`src/rtl/wave_sequencer.sv`:
```
`default_nettype none
// ============================================================================
// wave_sequencer : phase-tick divider, period-boundary waveform select, attenuated output
// Revision 1.0
// ============================================================================
module wave_sequencer #(
  parameter int DIV_W   = 8,
  parameter int DWELL_W = 4
) (
  input  logic               clk,
  input  logic               rst,
  input  logic               mode,
  input  logic [2:0]         sel,
  input  logic               sel_load,
  input  logic [DIV_W-1:0]   div,
  input  logic [DWELL_W-1:0] dwell,
  input  logic [1:0]         amp,
  input  logic               co,
  input  logic [7:0]         w_reciprocal,
  input  logic [7:0]         w_square,
  input  logic [7:0]         w_triangle,
  input  logic [7:0]         w_sine,
  input  logic [7:0]         w_full,
  input  logic [7:0]         w_half,
  output logic               cnt_en,
  output logic [7:0]         out,
  output logic [2:0]         cur_sel,
  output logic               pending,
  output logic               switch_pulse
);

  typedef enum logic [0:0] {RUN = 1'b0, PEND = 1'b1} state_t;

  localparam logic [2:0] c_last_wave = 3'd5;

  logic [DIV_W-1:0]   r_div_cnt;
  logic               r_cnt_en;
  state_t             r_state, w_state_nxt;
  logic [2:0]         r_pend_sel, w_pend_nxt;
  logic [2:0]         r_cur_sel, w_cur_nxt;
  logic               r_switch_pulse, w_pulse_nxt;
  logic [DWELL_W-1:0] r_period_cnt, w_period_nxt;
  logic [DWELL_W-1:0] w_dwell_last;
  logic               w_boundary;
  logic [7:0]         w_wave;
  logic [7:0]         r_out;

  // A shrinking div is caught by >= so the count never has to wrap around
  always_ff @(posedge clk or negedge rst) begin
    if (!rst) begin
      r_div_cnt <= '0;
      r_cnt_en  <= 1'b0;
    end else if (r_div_cnt >= div) begin
      r_div_cnt <= '0;
      r_cnt_en  <= 1'b1;
    end else begin
      r_div_cnt <= r_div_cnt + DIV_W'(1);
      r_cnt_en  <= 1'b0;
    end
  end

  assign w_boundary   = co & r_cnt_en;
  assign w_dwell_last = (dwell == '0) ? '0 : dwell - DWELL_W'(1);

  always_comb begin
    w_state_nxt  = r_state;
    w_pend_nxt   = r_pend_sel;
    w_cur_nxt    = r_cur_sel;
    w_pulse_nxt  = 1'b0;
    w_period_nxt = r_period_cnt;
    if (mode) begin
      w_state_nxt = RUN;
      if (w_boundary) begin
        // >= keeps the rotation moving if dwell is lowered below the current count
        if (r_period_cnt >= w_dwell_last) begin
          w_cur_nxt    = (r_cur_sel >= c_last_wave) ? 3'd0 : r_cur_sel + 3'd1;
          w_period_nxt = '0;
          w_pulse_nxt  = 1'b1;
        end else begin
          w_period_nxt = r_period_cnt + DWELL_W'(1);
        end
      end
    end else begin
      w_period_nxt = '0;
      unique case (r_state)
        RUN: begin
          if (sel_load) begin
            w_pend_nxt  = sel;
            w_state_nxt = PEND;
          end
        end
        PEND: begin
          if (w_boundary) begin
            w_cur_nxt   = r_pend_sel;
            w_pulse_nxt = 1'b1;
            w_state_nxt = sel_load ? PEND : RUN;
          end
          if (sel_load) w_pend_nxt = sel;
        end
        default: w_state_nxt = RUN;
      endcase
    end
  end

  always_ff @(posedge clk or negedge rst) begin
    if (!rst) begin
      r_state        <= RUN;
      r_pend_sel     <= 3'd0;
      r_cur_sel      <= 3'd0;
      r_switch_pulse <= 1'b0;
      r_period_cnt   <= '0;
    end else begin
      r_state        <= w_state_nxt;
      r_pend_sel     <= w_pend_nxt;
      r_cur_sel      <= w_cur_nxt;
      r_switch_pulse <= w_pulse_nxt;
      r_period_cnt   <= w_period_nxt;
    end
  end

  always_comb begin
    w_wave = 8'd0;
    unique case (r_cur_sel)
      3'd0:    w_wave = w_reciprocal;
      3'd1:    w_wave = w_square;
      3'd2:    w_wave = w_triangle;
      3'd3:    w_wave = w_sine;
      3'd4:    w_wave = w_full;
      3'd5:    w_wave = w_half;
      default: w_wave = 8'd0;
    endcase
  end

  always_ff @(posedge clk or negedge rst) begin
    if (!rst) r_out <= 8'd0;
    else      r_out <= w_wave >> amp;
  end

  assign cnt_en       = r_cnt_en;
  assign out          = r_out;
  assign cur_sel      = r_cur_sel;
  assign pending      = (r_state == PEND);
  assign switch_pulse = r_switch_pulse;

endmodule
`default_nettype wire

```
`config.mk`:
```
export PLATFORM = sky130hd
export DESIGN_NAME = wave_sequencer
export DESIGN_NICKNAME = d
export VERILOG_FILES = /design/src/rtl/wave_sequencer.sv
export SDC_FILE = /design/constraint.sdc
export NUM_CORES = 1
export LEC_CHECK = 0
export CORE_MARGIN = 3
export CORE_UTILIZATION = 47
export CTS_CLUSTER_SIZE = 14
export DETAILED_ROUTE_END_ITERATION = 10
export PLACE_DENSITY_LB_ADDON = 0.15
export SYNTH_ARGS = -nofsm -noshare
export SYNTH_HDL_FRONTEND = slang
export SYNTH_SLANG_ARGS = --single-unit
```
`constraint.sdc`:
```
create_clock -name clk -period 4.9 [get_ports clk]
set_input_delay 0.735 -clock clk [delete_from_list [all_inputs] [get_ports clk]]
set_output_delay 0.735 -clock clk [all_outputs]
set_load 0.05 [all_outputs]
```
==> impl_metrics.yaml <==
timing:
  finalCritPeriodShare_pct: 58.19
  maxSlewHeadroom_pct: 49.05
  finalCriticalPeriod_ps: 2851
  final-max-slew-violation-count: 0
  hold_viol: 0
  fin_worst_skew_ps: 4.724
  finalSetupViolations: 0
  rsz0062_at_grt: "false"
  tightest_slew_ps: 764.3
  fmax_ghz: 0.3507
  setup_slack_ps: 2049
  tns_ps: 0
global_routing:
  grt_pass1_vias: 1827
  grtUsageTotal_pct: 20.62
  antenna_found_initial: 0
  grt_remaining_overflow: 0
  grt_pass1_wl_mm: 8.535
  grt_max_degree: 30
setup_path:
  crit_chain: "clkdlybuf4s50_1 -> nor2_1 -> nand2_1 -> mux2_2 -> ha_1 -> or2_2 -> a21oi_2 -> nor4_4 -> mux2_1"
  slowest_delay_ps: 470
  cp_slowest_cell: "clkdlybuf4s50_1"
  timing.rr.start: "cur_sel[2]$_DFFE_PN0P_"
  rr_endpoint: "out[1]$_DFF_PN0_"
  crit_fanout: 5
  cp.arrival_ps: 3020
  cp-end-kind: "flop"
  crit_end: "cur_sel[0]$_DFFE_PN0P_"
  crit_path_start_kind: "input port"
  r2r_slack_ps: 2510
  critPathKind: "input port to flop"
  reg2reg_depth: 5
  cp-startpoint: "dwell[1]"
  required_ps: 5060
synth:
  syn_nets: 312
  synth.most_common_cell: "dfrtp_1"
  yosys-top-cells-area: "dfrtp_1 35%, ha_1 11%, a22oi_1 5.8%"
  synth_flop_cell: "dfrtp_1"
  async_reset_ff_share_pct: 100.0
  synth_fa_ha_area_share_pct: 11.40
  synth_seq_cells: 29
  synth_top_family_by_area: "compound AO/OA/AOI/OAI gates"
  yosys.area_share.xor_xnor_pct: 2.519
  avgSynthCellArea_um2: 9.353
  synth-compound-area-share_pct: 26.03
  synthCells: 223
  synth_cell_types: 47
  yosys.area.top_type: "dfrtp_1"
  netlist_area_mm2: 0.002086
  muxShareOfSynthArea_pct: 5.399
  synth_edf_count: 0
  synth_seq_area_share_pct: 34.79
  synthSimpleGateAreaFrac_pct: 14.46
  ys.warnings.count: 0
  netlist.area_leader.share_pct: 34.79
  synth_top_cells_by_count: "29 x dfrtp_1, 24 x nand2_1, 19 x ha_1"
drt:
  drtAntennaViolNets: 0
  drtPass1Iterations: 4
  viasPerCell: 5.634
  vias: 2000
  wl_mm: 5.399
  drt-initial-drc-count: 142
  drc_errors: 0
  wl_per_cell_um: 15.21
floorplan:
  ioPinCount: 84
  die_h_um: 72.62
  start_util_pct: 50.33
  die-area_mm2: 0.005273
  die_x_um: 72.62
  rows: 23
  coreArea_mm2: 0.004144
placement:
  io_buffers: 83
  hpwl_mm: 4.217
  place_ws_ps: 1759
  gp_congestion: 0.9036
hold_path:
  hold_path_depth: 1
  hp-start: "r_pend_sel[1]$_DFFE_PN0P_"
  hold_path.class: "flop to flop"
pwr:
  power_mw: 1.438
  p_per_area_mw_per_mm2: 475.5
  p_leak_nw: 1.330
  ir_drop_mv: 0.2999
layout:
  area_delta_synth_final_pct: 44.99
  final_nets: 393
  drive_above_1_share_pct: 7.541
  n_antenna_cell: 0
cts:
  insertion_delay_ps: 290
  cts_hold_buf: 0
  cts_tree: "built"
  cts-root-buf: "clkbuf_8"
  cts.sinks: 29
  post_cts_buffers: 0
  cts.repair.resized: 0
  path_clk_slew_ps: 60
  htree_levels: 2
  cts_buffer_depth: 2
  cts_made_buffers: 5
outcome:
  outcome: "complete, no violations"
run:
  maxCapViolations: 0
flip-flops by register name, indices dropped and copies added (netlist names):
register and flops:
r_period_cnt 4, cnt_en 1, r_pend_sel 3, r_div_cnt 8
switch_pulse 1, pending 1, out 8, cur_sel 3
worst max-delay path, delay by kind of cell:
family | cells | cell delay (ps)
AO/OA/AOI/OAI | 1 | 290
adder cells (fa/ha/maj) | 1 | 260
multiplexers | 2 | 590
AND/OR/NAND/NOR | 4 | 650
buffers and inverters | 1 | 470
cells in the final DEF (no fill, tap or decap), types with 3 or more instances in the layout:
cell type	Yosys	layout
nor2_1	8	8
inv_1	17	17
nand2_1	24	24
o32ai_1	5	5
xor2_1	5	5
a21oi_1	9	9
clkbuf_8	0	5
clkdlybuf4s50_1	0	83
mux2_2	4	4
a21o_1	6	6
nand3_1	6	6
o22ai_1	8	8
dfrtp_1	29	29
mux2i_1	3	3
a22oi_1	16	16
o21ai_0	9	9
a211oi_1	10	10
nor3_1	3	3
ha_1	19	19
layout make-up:
class | instances | area [um2]
Multi-Input combinational cell | 167 | 1247
Fill cell | 319 | 1120
Timing Repair Buffer | 84 | 838.3
Sequential cell | 29 | 725.7
Clock buffer | 5 | 68.82
Inverter | 17 | 63.81
Tap cell | 50 | 62.56
Clock inverter | 3 | 17.52
kinds of logic (layout without fill, tap and decap cells):
logic type	count (synthesis)	in the layout
simple gates	57	57
mux	10	10
fa+ha+maj	19	19
compound gates	75	75
xor+xnor	6	6
flops	29	29
buf+inv	27	109
power breakdown:
| group | switching (mW) | leakage [nW] | internal (mW) |
|---|---|---|---|
| Combinational | 0.477 | 0.918 | 0.351 |
| Sequential | 0.0930 | 0.368 | 0.324 |
| Clock | 0.0953 | 0.0439 | 0.0977 |
how the worst min path moves through the flow:
stage	end	slack (ps)
floorplan	cnt_en$_DFF_PN0_	440
global placement	r_pend_sel[1]$_DFFE_PN0P_	490
detailed placement	r_pend_sel[1]$_DFFE_PN0P_	490
CTS	r_pend_sel[1]$_DFFE_PN0P_	510
global route	r_pend_sel[1]$_DFFE_PN0P_	540
finish	r_pend_sel[1]$_DFFE_PN0P_	500
per-layer routing:
metal | track usage, % | wire length (um) | up-vias
met5 | 0 | 0 | -
met4 | 6.148 | 12 | 0
met3 | 4.821 | 319 | 2
met2 | 33.07 | 2741 | 56
met1 | 27.68 | 2326 | 952
li1 | - | - | 990
per-stage QoR:
stage / hold slack [ps] / cell area, um2 / utilization [%] / cells
finish: 502.7 / 3024 / 72.98 / 355
global route: 544.6 / 3024 / 72.98 / 355
CTS: 507.4 / 3024 / 72.98 / 355
detailed placement: 493.3 / 2938 / 70.89 / 347
global placement: 487.1 / 2938 / 70.89 / 347
floorplan: 439.4 / 2086 / - / 223
Power figures use the tool's default switching activity.
